File: src/rtl/ah_pl2ddr_cmd_arbiter.sv
// Round-robin arbiter sharing the pl2ddr command FSM port between NUM_REQ requesters.
// Optional per-command watchdog: define AH_PL2DDR_ARB_TIMEOUT_EN.
module ah_pl2ddr_cmd_arbiter #(
  parameter int NUM_REQ        = 4,
  parameter int TIMEOUT_CYCLES = 1024
) (
  input  logic                   clk,
  input  logic                   rst,
  input  logic [NUM_REQ-1:0]     req_valid,
  input  logic [32*NUM_REQ-1:0]  req_cmd,
  output logic [NUM_REQ-1:0]     req_ready,
  output logic [NUM_REQ-1:0]     req_done,
  output logic [31:0]            out_cmd_data,
  output logic                   out_cmd_en,
  input  logic [3:0]             in_cmdfsm_state,
  output logic [2:0]             out_grant_id,
  output logic                   out_busy,
  input  logic                   in_err_clear,
  output logic                   out_timeout_err
);

  localparam int IW = (NUM_REQ > 1) ? $clog2(NUM_REQ) : 1;
  localparam logic [3:0] FSM_IDLE     = 4'd0;
  localparam logic [3:0] FSM_INTR_ACK = 4'd9;

  typedef enum logic [1:0] {ARB_IDLE, ISSUE, WAIT_ACK, WAIT_DONE} state_e;

  state_e          state_q, state_d;
  logic [IW-1:0]   last_q, last_d;
  logic [IW-1:0]   grant_q, grant_d;
  logic [31:0]     cmd_q, cmd_d;
  logic            win;
  logic [IW-1:0]   win_id;
  logic [31:0]     win_cmd;
  logic            done;
  logic            tmo;

  // Scan starts one past the last winner; nested constant loops keep all selects static.
  always_comb begin
    win     = 1'b0;
    win_id  = '0;
    win_cmd = '0;
    for (int off = 1; off <= NUM_REQ; off++) begin
      for (int i = 0; i < NUM_REQ; i++) begin
        if (!win && req_valid[i] && ((int'(last_q) + off) % NUM_REQ == i)) begin
          win     = 1'b1;
          win_id  = IW'(i);
          win_cmd = req_cmd[32*i +: 32];
        end
      end
    end
  end

  always_comb begin
    state_d = state_q;
    last_d  = last_q;
    grant_d = grant_q;
    cmd_d   = cmd_q;
    done    = 1'b0;
    case (state_q)
      ARB_IDLE: if (win) begin
        cmd_d   = win_cmd;
        last_d  = win_id;
        grant_d = win_id;
        state_d = ISSUE;
      end
      ISSUE: state_d = WAIT_ACK;
      WAIT_ACK: begin
        if (in_cmdfsm_state == FSM_INTR_ACK) begin
          state_d = WAIT_DONE;
        end else if (tmo) begin
          done    = 1'b1;
          state_d = ARB_IDLE;
        end
      end
      WAIT_DONE: begin
        if (in_cmdfsm_state == FSM_IDLE || tmo) begin
          done    = 1'b1;
          state_d = ARB_IDLE;
        end
      end
      default: state_d = ARB_IDLE;
    endcase
  end

  always_ff @(posedge clk or negedge rst) begin
    if (!rst) begin
      state_q <= ARB_IDLE;
      last_q  <= IW'(NUM_REQ - 1);
      grant_q <= '0;
      cmd_q   <= '0;
    end else begin
      state_q <= state_d;
      last_q  <= last_d;
      grant_q <= grant_d;
      cmd_q   <= cmd_d;
    end
  end

`ifdef AH_PL2DDR_ARB_TIMEOUT_EN
  logic [15:0] cnt_q;
  logic        err_q;

  // Only evaluated where the awaited FSM state has not shown up this cycle.
  assign tmo = (cnt_q == 16'(TIMEOUT_CYCLES - 1)) &&
               ((state_q == WAIT_ACK  && in_cmdfsm_state != FSM_INTR_ACK) ||
                (state_q == WAIT_DONE && in_cmdfsm_state != FSM_IDLE));

  always_ff @(posedge clk or negedge rst) begin
    if (!rst) begin
      cnt_q <= '0;
      err_q <= 1'b0;
    end else begin
      if (state_q == ISSUE) begin
        cnt_q <= '0;
      end else if (state_q == WAIT_ACK || state_q == WAIT_DONE) begin
        cnt_q <= cnt_q + 16'd1;
      end
      err_q <= tmo | (err_q & ~in_err_clear);
    end
  end

  assign out_timeout_err = err_q;
`else
  logic unused_tie;
  assign unused_tie      = in_err_clear | (TIMEOUT_CYCLES < 16);
  assign tmo             = 1'b0;
  assign out_timeout_err = 1'b0;
`endif

  assign out_cmd_en   = (state_q == ISSUE);
  assign out_busy     = (state_q != ARB_IDLE);
  assign out_cmd_data = cmd_q;
  assign out_grant_id = 3'(grant_q);
  assign req_ready    = out_cmd_en ? (NUM_REQ'(1) << grant_q) : '0;
  assign req_done     = done ? (NUM_REQ'(1) << grant_q) : '0;

endmodule

File: config.mk
export PLATFORM = sky130hd
export DESIGN_NAME = ah_pl2ddr_cmd_arbiter
export DESIGN_NICKNAME = d
export VERILOG_FILES = /design/src/rtl/ah_pl2ddr_cmd_arbiter.sv
export SDC_FILE = /design/constraint.sdc
export NUM_CORES = 1
export LEC_CHECK = 0
export ABC_AREA = 1
export BUFFER_PORTS_ARGS = -buffer_cell sky130_fd_sc_hd__buf_4
export CELL_PAD_IN_SITES_DETAIL_PLACEMENT = 2
export CELL_PAD_IN_SITES_GLOBAL_PLACEMENT = 2
export CORE_ASPECT_RATIO = 1.4
export CORE_MARGIN = 3
export CORE_UTILIZATION = 27
export DETAILED_ROUTE_END_ITERATION = 16
export GPL_TIMING_DRIVEN = 0
export PLACE_DENSITY = 0.91
export SYNTH_ARGS = -nofsm -noshare
export SYNTH_HDL_FRONTEND = slang
export SYNTH_SLANG_ARGS = --single-unit
File: constraint.sdc
create_clock -name clk -period 7.14 [get_ports clk]
set_input_delay 1.428 -clock clk [delete_from_list [all_inputs] [get_ports clk]]
set_output_delay 1.428 -clock clk [all_outputs]
set_load 0.02 [all_outputs]
==> results of run 1 <==
==> per-layer routing <==
layer,vias to the layer above,track usage,routed length [um]
li1,4582,-,-
met1,4972,0.338,15000
met2,394,0.553,20500
met3,127,0.0451,2100
met4,0,0.164,1950
met5,-,0,0
==> registers in the layout, summed over array words and instances, names as in the netlist <==
register      cells
out_cmd_data     32
grant_q           2
last_q            2
state_q           2
==> stage by stage <==
step / total power [W] / area (um2)
floorplan: 0.00185 / 6440
global placement: 0.00260 / 8180
detailed placement: 0.00273 / 8180
CTS: 0.00309 / 8380
global route: 0.00339 / 8380
finish: 0.00310 / 8380
==> cell usage in the layout (no fill, tap or decap), types with 3 or more instances in the layout <==
cell type | synthesis | final
nor3_1 | 8 | 8
buf_1 | 6 | 6
inv_1 | 121 | 121
buf_4 | 5 | 185
clkbuf_1 | 47 | 47
nand3_1 | 171 | 171
inv_2 | 3 | 3
nor2_1 | 464 | 464
clkbuf_16 | 0 | 5
ha_1 | 4 | 4
dfrtp_1 | 36 | 36
nand4_1 | 74 | 74
buf_2 | 21 | 21
nand2_1 | 370 | 370
==> worst max-delay path, delay by kind of cell <==
kind	cells	cell delay, ps
buf+inv	3	1030
simple gates	12	2050
==> kinds of logic after synthesis <==
kind of cell,share of synthesized area
simple gates,0.712
other cells,0.000582
compound gates,0.00544
flops,0.148
fa+ha+maj,0.00777
buf+inv,0.126
==> power by group through the flow <==
stage               sequential [W]  combinational, W  clock [W]
floorplan                 0.000500           0.00135          0
global placement          0.000403           0.00220          0
detailed placement        0.000411           0.00232          0
CTS                       0.000409           0.00234   0.000340
global route              0.000423           0.00262   0.000346
finish                    0.000409           0.00236   0.000332
==> final cells by class <==
type                    instances  area [um2]  share of cell area
diodes                          2        5.00            0.000597
plain buffers                  79         342              0.0408
clock buffers                   6         139              0.0166
clock inverters                 2        60.1             0.00717
inverters                     125         469              0.0560
multi-input cells            1108        4680               0.558
flip-flops and latches         38         953               0.114
well taps                     306         383              0.0457
repair buffers                180        1350               0.161
==> path summary, 6_finish.rpt <==
kind	to	slack (ps)	depth (start not counted)
worst max register to register	out_cmd_data[12]$_DFFE_PN0P_	3520	16
worst min register to register	out_cmd_data[16]$_DFFE_PN0P_	480	2
worst min-delay path	out_cmd_data[16]$_DFFE_PN0P_	480	2
min in group asynchronous	out_cmd_data[5]$_DFFE_PN0P_	1120	1
max in group asynchronous	out_cmd_data[21]$_DFFE_PN0P_	5590	1
worst max-delay path	out_cmd_data[12]$_DFFE_PN0P_	2830	15
==> impl_metrics.yaml, run 1 <==
outcome:
  status: "finished clean"
sta:
  period_share: 0.604
  period_minus_slack_ps: 4310
  drv_slew: 0
  slew_headroom: 0.501
  hold_ws_ps: 484
  fin_tns_setup_ps: 0
  setup_ws_ps: 2830
  hold_viol: 0
  rsz0062_at_grt: "false"
  setup_viol: 0
  finClkSkew_ps: 13.7
  fmax_mhz: 232
  tightest_slew_ps: 748
global_route:
  grt_pass1_wl_mm: 61.7
  grt_max_degree: 39
  grt-ovfl-total: 0
  grt_usage: 0.306
  grt_pass1_vias: 11300
  antenna_found_initial: 2
route:
  drcViolationCount: 0
  wl_mm: 39.6
  num_vias: 10100
  first_pass_iters: 5
  routed_via_density: 5.46
  wire_per_inst_um: 21.4
  ant_nets: 0
  drt_iter0_drc: 629
power:
  p_sw_w: 0.00182
  peakVddDrop_mv: 0.126
  combPwrFrac: 0.761
  power.internal_w: 0.00128
  power_frac_seq: 0.132
  pwr_density_cell_mw_per_mm2: 370
  switching_share: 0.586
  clockPowerShare: 0.107
  p_leak_nw: 4.71
die:
  num_io_pins: 185
  core_area_mm2: 0.0234
  die-area_mm2: 0.0258
  die-height_um: 189
  die_x_um: 137
  row_count: 66
  start_util: 0.276
placed_design:
  dp_hpwl_mm: 29.3
  place_ws_ps: 2550
  post-place-cells: 1836
  place.gp.congestion: 0.919
  io_buffers: 180
logic_synthesis:
  yosysMostFrequentCell: "nor2_1"
  synth.distinct_cells: 26
  async_reset_ff_frac: 1.00
  synth_top_cell_area_share: 0.271
  synth_edf_count: 0
  yosys_warnings: 0
  ys_top_cells_by_count: "nor2_1 (464), nand2_1 (370), nand3_1 (171)"
  yosys.area.top_type: "nor2_1"
  synthFlopType: "dfrtp_1"
  netlist_area_mm2: 0.00644
  ys_top_cells_by_area: "nor2_1 (27%), nand2_1 (22%), dfrtp_1 (14%), nand3_1 (13%), nand4_1 (7.2%)"
  postSynthAreaPerCell_um2: 4.77
  synth_cells: 1349
  synth_seq_area_share: 0.148
  synth-seq-cells: 38
final_layout:
  fin_cells: 1846
  syn_to_final_growth_pct: 30.2
  drive_gt1_frac: 0.149
  finish.utilization: 0.359
  nNetsFinal: 1680
  final.fill_count: 3231
hold_path:
  hold_start: "out_cmd_data[16]$_DFFE_PN0P_"
  hp-class: "reg -> reg"
clocking:
  htree_levels: 2
  insertion_delay_ps: 320
  cts_resized: 0
  path_clk_slew_ps: 70
  clk_path_buf_depth: 2
  cts_hold_buffers: 0
  cts_inserted_buffers: 5
  root_buffer: "clkbuf_16"
  clock-sinks: 38
  tritoncts: "yes"
  cts_setup_buffers: 0
worst_setup_path:
  crit_arrival_ps: 4520
  r2r_start: "last_q[1]$_DFFE_PN1P_"
  crit_type: "in -> reg"
  slowest_stage: "nor2_1"
  worstPathMaxFanout: 10
  cpPeakStageDelay_ps: 600
  cp_common_cell: "nor2_1"
  cp_data_required_time_ps: 7350
  cp-startpoint: "req_valid[0]"
  start_kind: "primary input"
  worstSetupEndpointType: "flop"
  path_cells: "buf_2, inv_1, nor2_1, nor3_2, nand4_1, nor2_1, nand3_1, clkbuf_1, nor2_1, nor2_1, nand3_1, nor2_1, nand2_1, nand2_1, nand2_1"
flow_run:
  maxCapViolCount: 0
No activity file was read; power rests on OpenSTA's default activity.
==> run 2: changes to the inputs <==
ABC_AREA = 0   (was 1)
CORE_UTILIZATION = 28   (was 27)
PLACE_DENSITY = 0.85   (was 0.91)
clock period = 4.3 ns   (was 7.14 ns; I/O delays follow)
==> run 2 against run 1 <==
  * Clock skew is 12 ps lower
  * Utilization up 2.5 points
  * Sequential share of layout area up 1.9 points
  * First-iteration DRC count rose by 52%
  * Flip-flop and latch count is the same
  * Register-to-register slack worse by 1900 ps
  * Combinational power rose by 28%
  * Synthesized cell count decreased by 45%
  * Clock power rose by 28%
  * Critical path depth shrank 8
  * Critical path type unchanged
  * Largest cell class unchanged
  * Highest routed layer is now met5
==> impl_metrics.yaml, run 2 <==
outcome:
  status: "finished clean"
route:
  drcViolationCount: 0
  wl_mm: 32.4
  num_vias: 7869
  routed_via_density: 6.70
  first_pass_iters: 6
  drt_iter0_drc: 958
  ant_nets: 0
  wire_per_inst_um: 27.6
clocking:
  cts_hold_buffers: 0
  cts_inserted_buffers: 5
  cts_resized: 0
  cts_setup_buffers: 0
  clk_path_buf_depth: 2
  insertion_delay_ps: 300
  path_clk_slew_ps: 70
  clock-sinks: 38
  tritoncts: "yes"
  root_buffer: "clkbuf_16"
  htree_levels: 2
logic_synthesis:
  synth_cells: 742
  netlist_area_mm2: 0.00536
  ys_top_cells_by_area: "dfrtp_1 (17%), a21oi_1 (6.6%), a22oi_1 (6.4%), o22ai_1 (5.5%), buf_2 (4.9%)"
  synthFlopType: "dfrtp_1"
  synth.distinct_cells: 63
  synth-seq-cells: 38
  ys_top_cells_by_count: "a21oi_1 (71), nor2_1 (62), buf_2 (53)"
  synth_top_cell_area_share: 0.168
  postSynthAreaPerCell_um2: 7.23
  synth_seq_area_share: 0.178
  yosys.area.top_type: "dfrtp_1"
  yosys_warnings: 0
  async_reset_ff_frac: 1.00
  yosysMostFrequentCell: "a21oi_1"
  synth_edf_count: 0
placed_design:
  dp_hpwl_mm: 24.0
  place.gp.congestion: 0.960
  io_buffers: 179
global_route:
  grt_usage: 0.300
  use_met1: 0.342
  grt_pass1_wl_mm: 48.9
  grt_use_met2: 0.527
  use_met3: 0.0413
  grt_pass1_vias: 8655
  grt-ovfl-total: 0
  grt_max_degree: 39
  grt-busiest-layer: "met2"
  antenna_found_initial: 1
power:
  pwr_density_cell_mw_per_mm2: 575
  power.internal_w: 0.00197
  p_sw_w: 0.00215
  power_frac_seq: 0.166
  combPwrFrac: 0.731
  peakVddDrop_mv: 0.215
  p_leak_nw: 3.01
  clockPowerShare: 0.103
  switching_share: 0.522
die:
  die-height_um: 170
  core_area_mm2: 0.0187
  die_x_um: 123
  die-area_mm2: 0.0209
  num_io_pins: 185
  start_util: 0.287
  row_count: 59
sta:
  slew_headroom: 0.478
  fin_tns_setup_ps: 0
  drv_slew: 0
  rsz0062_at_grt: "false"
  hold_ws_ps: 510
  fmax_mhz: 352
  setup_viol: 0
  period_share: 0.660
  period_minus_slack_ps: 2840
  finClkSkew_ps: 1.93
  hold_viol: 0
  tightest_slew_ps: 783
worst_setup_path:
  worstSetupEndpointType: "flop"
  path_cells: "buf_4, buf_2, nor2_1, a21oi_4, nand3_1, nor3_1, a41oi_1"
  crit_arrival_ps: 2970
  start_kind: "primary input"
  worstPathMaxFanout: 10
  crit_type: "in -> reg"
  slowest_stage: "nor3_1"
  cpPeakStageDelay_ps: 520
  cp_data_required_time_ps: 4430
final_layout:
  syn_to_final_growth_pct: 33.6
  final_cell_mix: "buf_4 (186), a21oi_1 (71), nor2_1 (62), buf_2 (53), o22ai_1 (47)"
  drive_gt1_frac: 0.290
  nNetsFinal: 1072
  largest_reg_flops: 32
  mostFrequentLayoutCell: "buf_4"
  final.fill_count: 2221
  diodes: 0
flow_run:
  maxCapViolCount: 0
hold_path:
  hp-class: "reg -> reg"
-- run 2: cells by family (layout without fill, tap and decap cells) --
group                    count (synthesis)  count (layout)  synth area share
AO/OA/AOI/OAI                          404             404             0.527
AND/OR/NAND/NOR                        207             207             0.194
buffers and inverters                   87             274            0.0894
flip-flops                              38              38             0.178
adder cells (fa/ha/maj)                  4               4           0.00933
other                                    1               2          0.000699
multiplexers                             1               1           0.00210
-- run 2: power groups by stage --
stage / Clock (W) / Combinational [W] / Sequential, W
6_report: 0.000424 / 0.00301 / 0.000685
5_1_grt: 0.000439 / 0.00324 / 0.000706
4_1_cts: 0.000427 / 0.00297 / 0.000682
3_5_place_dp: 0 / 0.00296 / 0.000686
3_3_place_gp: 0 / 0.00286 / 0.000680
2_1_floorplan: 0 / 0.00166 / 0.000851
-- run 2: worst paths after layout --
| check | from | endpoint | slack (ps) | cells past startpoint |
|---|---|---|---|---|
| max | req_valid[2] | out_cmd_data[31]$_DFFE_PN0P_ | 1460 | 7 |
| min | out_cmd_data[22]$_DFFE_PN0P_ | out_cmd_data[22]$_DFFE_PN0P_ | 510 | 2 |
| max reg2reg | state_q[0]$_DFFE_PN0P_ | out_cmd_data[31]$_DFFE_PN0P_ | 1670 | 7 |
| min reg2reg | out_cmd_data[22]$_DFFE_PN0P_ | out_cmd_data[22]$_DFFE_PN0P_ | 510 | 2 |
| max in group asynchronous | rst | out_cmd_data[27]$_DFFE_PN0P_ | 3300 | 1 |
| min in group asynchronous | rst | out_cmd_data[15]$_DFFE_PN0P_ | 580 | 1 |
-- run 2: layer usage --
layer	up-vias	wire (um)
met5	-	13
met4	2	1690
met3	115	2150
met2	427	16400
met1	3947	12100
li1	3378	-
-- run 2: critical path, delay by kind of cell --
kind                   cells  cell delay [ps]
AO/OA/AOI/OAI              2              690
buffers and inverters      2              390
AND/OR/NAND/NOR            3             1010
-- run 2: cell type report --
cell class                 instances  area [um2]  share of cell area
timing repair buffer             179        1340               0.188
clock buffer                       7         143              0.0199
sequential                        38         953               0.133
buffer                            82         460              0.0643
multi-input combinational        618        3930               0.549
tap                              244         305              0.0426
clock inverter                     1        5.00            0.000699
inverter                           5        18.8             0.00262
-- run 2: stage by stage --
step	area (um2)	cells	total power, W	setup WS, ps	utilization
final	7160	1174	0.00412	1460	0.384
after global routing	7160	1174	0.00439	1350	0.384
after CTS	7160	1174	0.00408	1570	0.384
after detailed placement	7020	1166	0.00364	1280	0.376
after global placement	7020	1166	0.00354	1370	0.376
after floorplan	5370	743	0.00251	1730	-
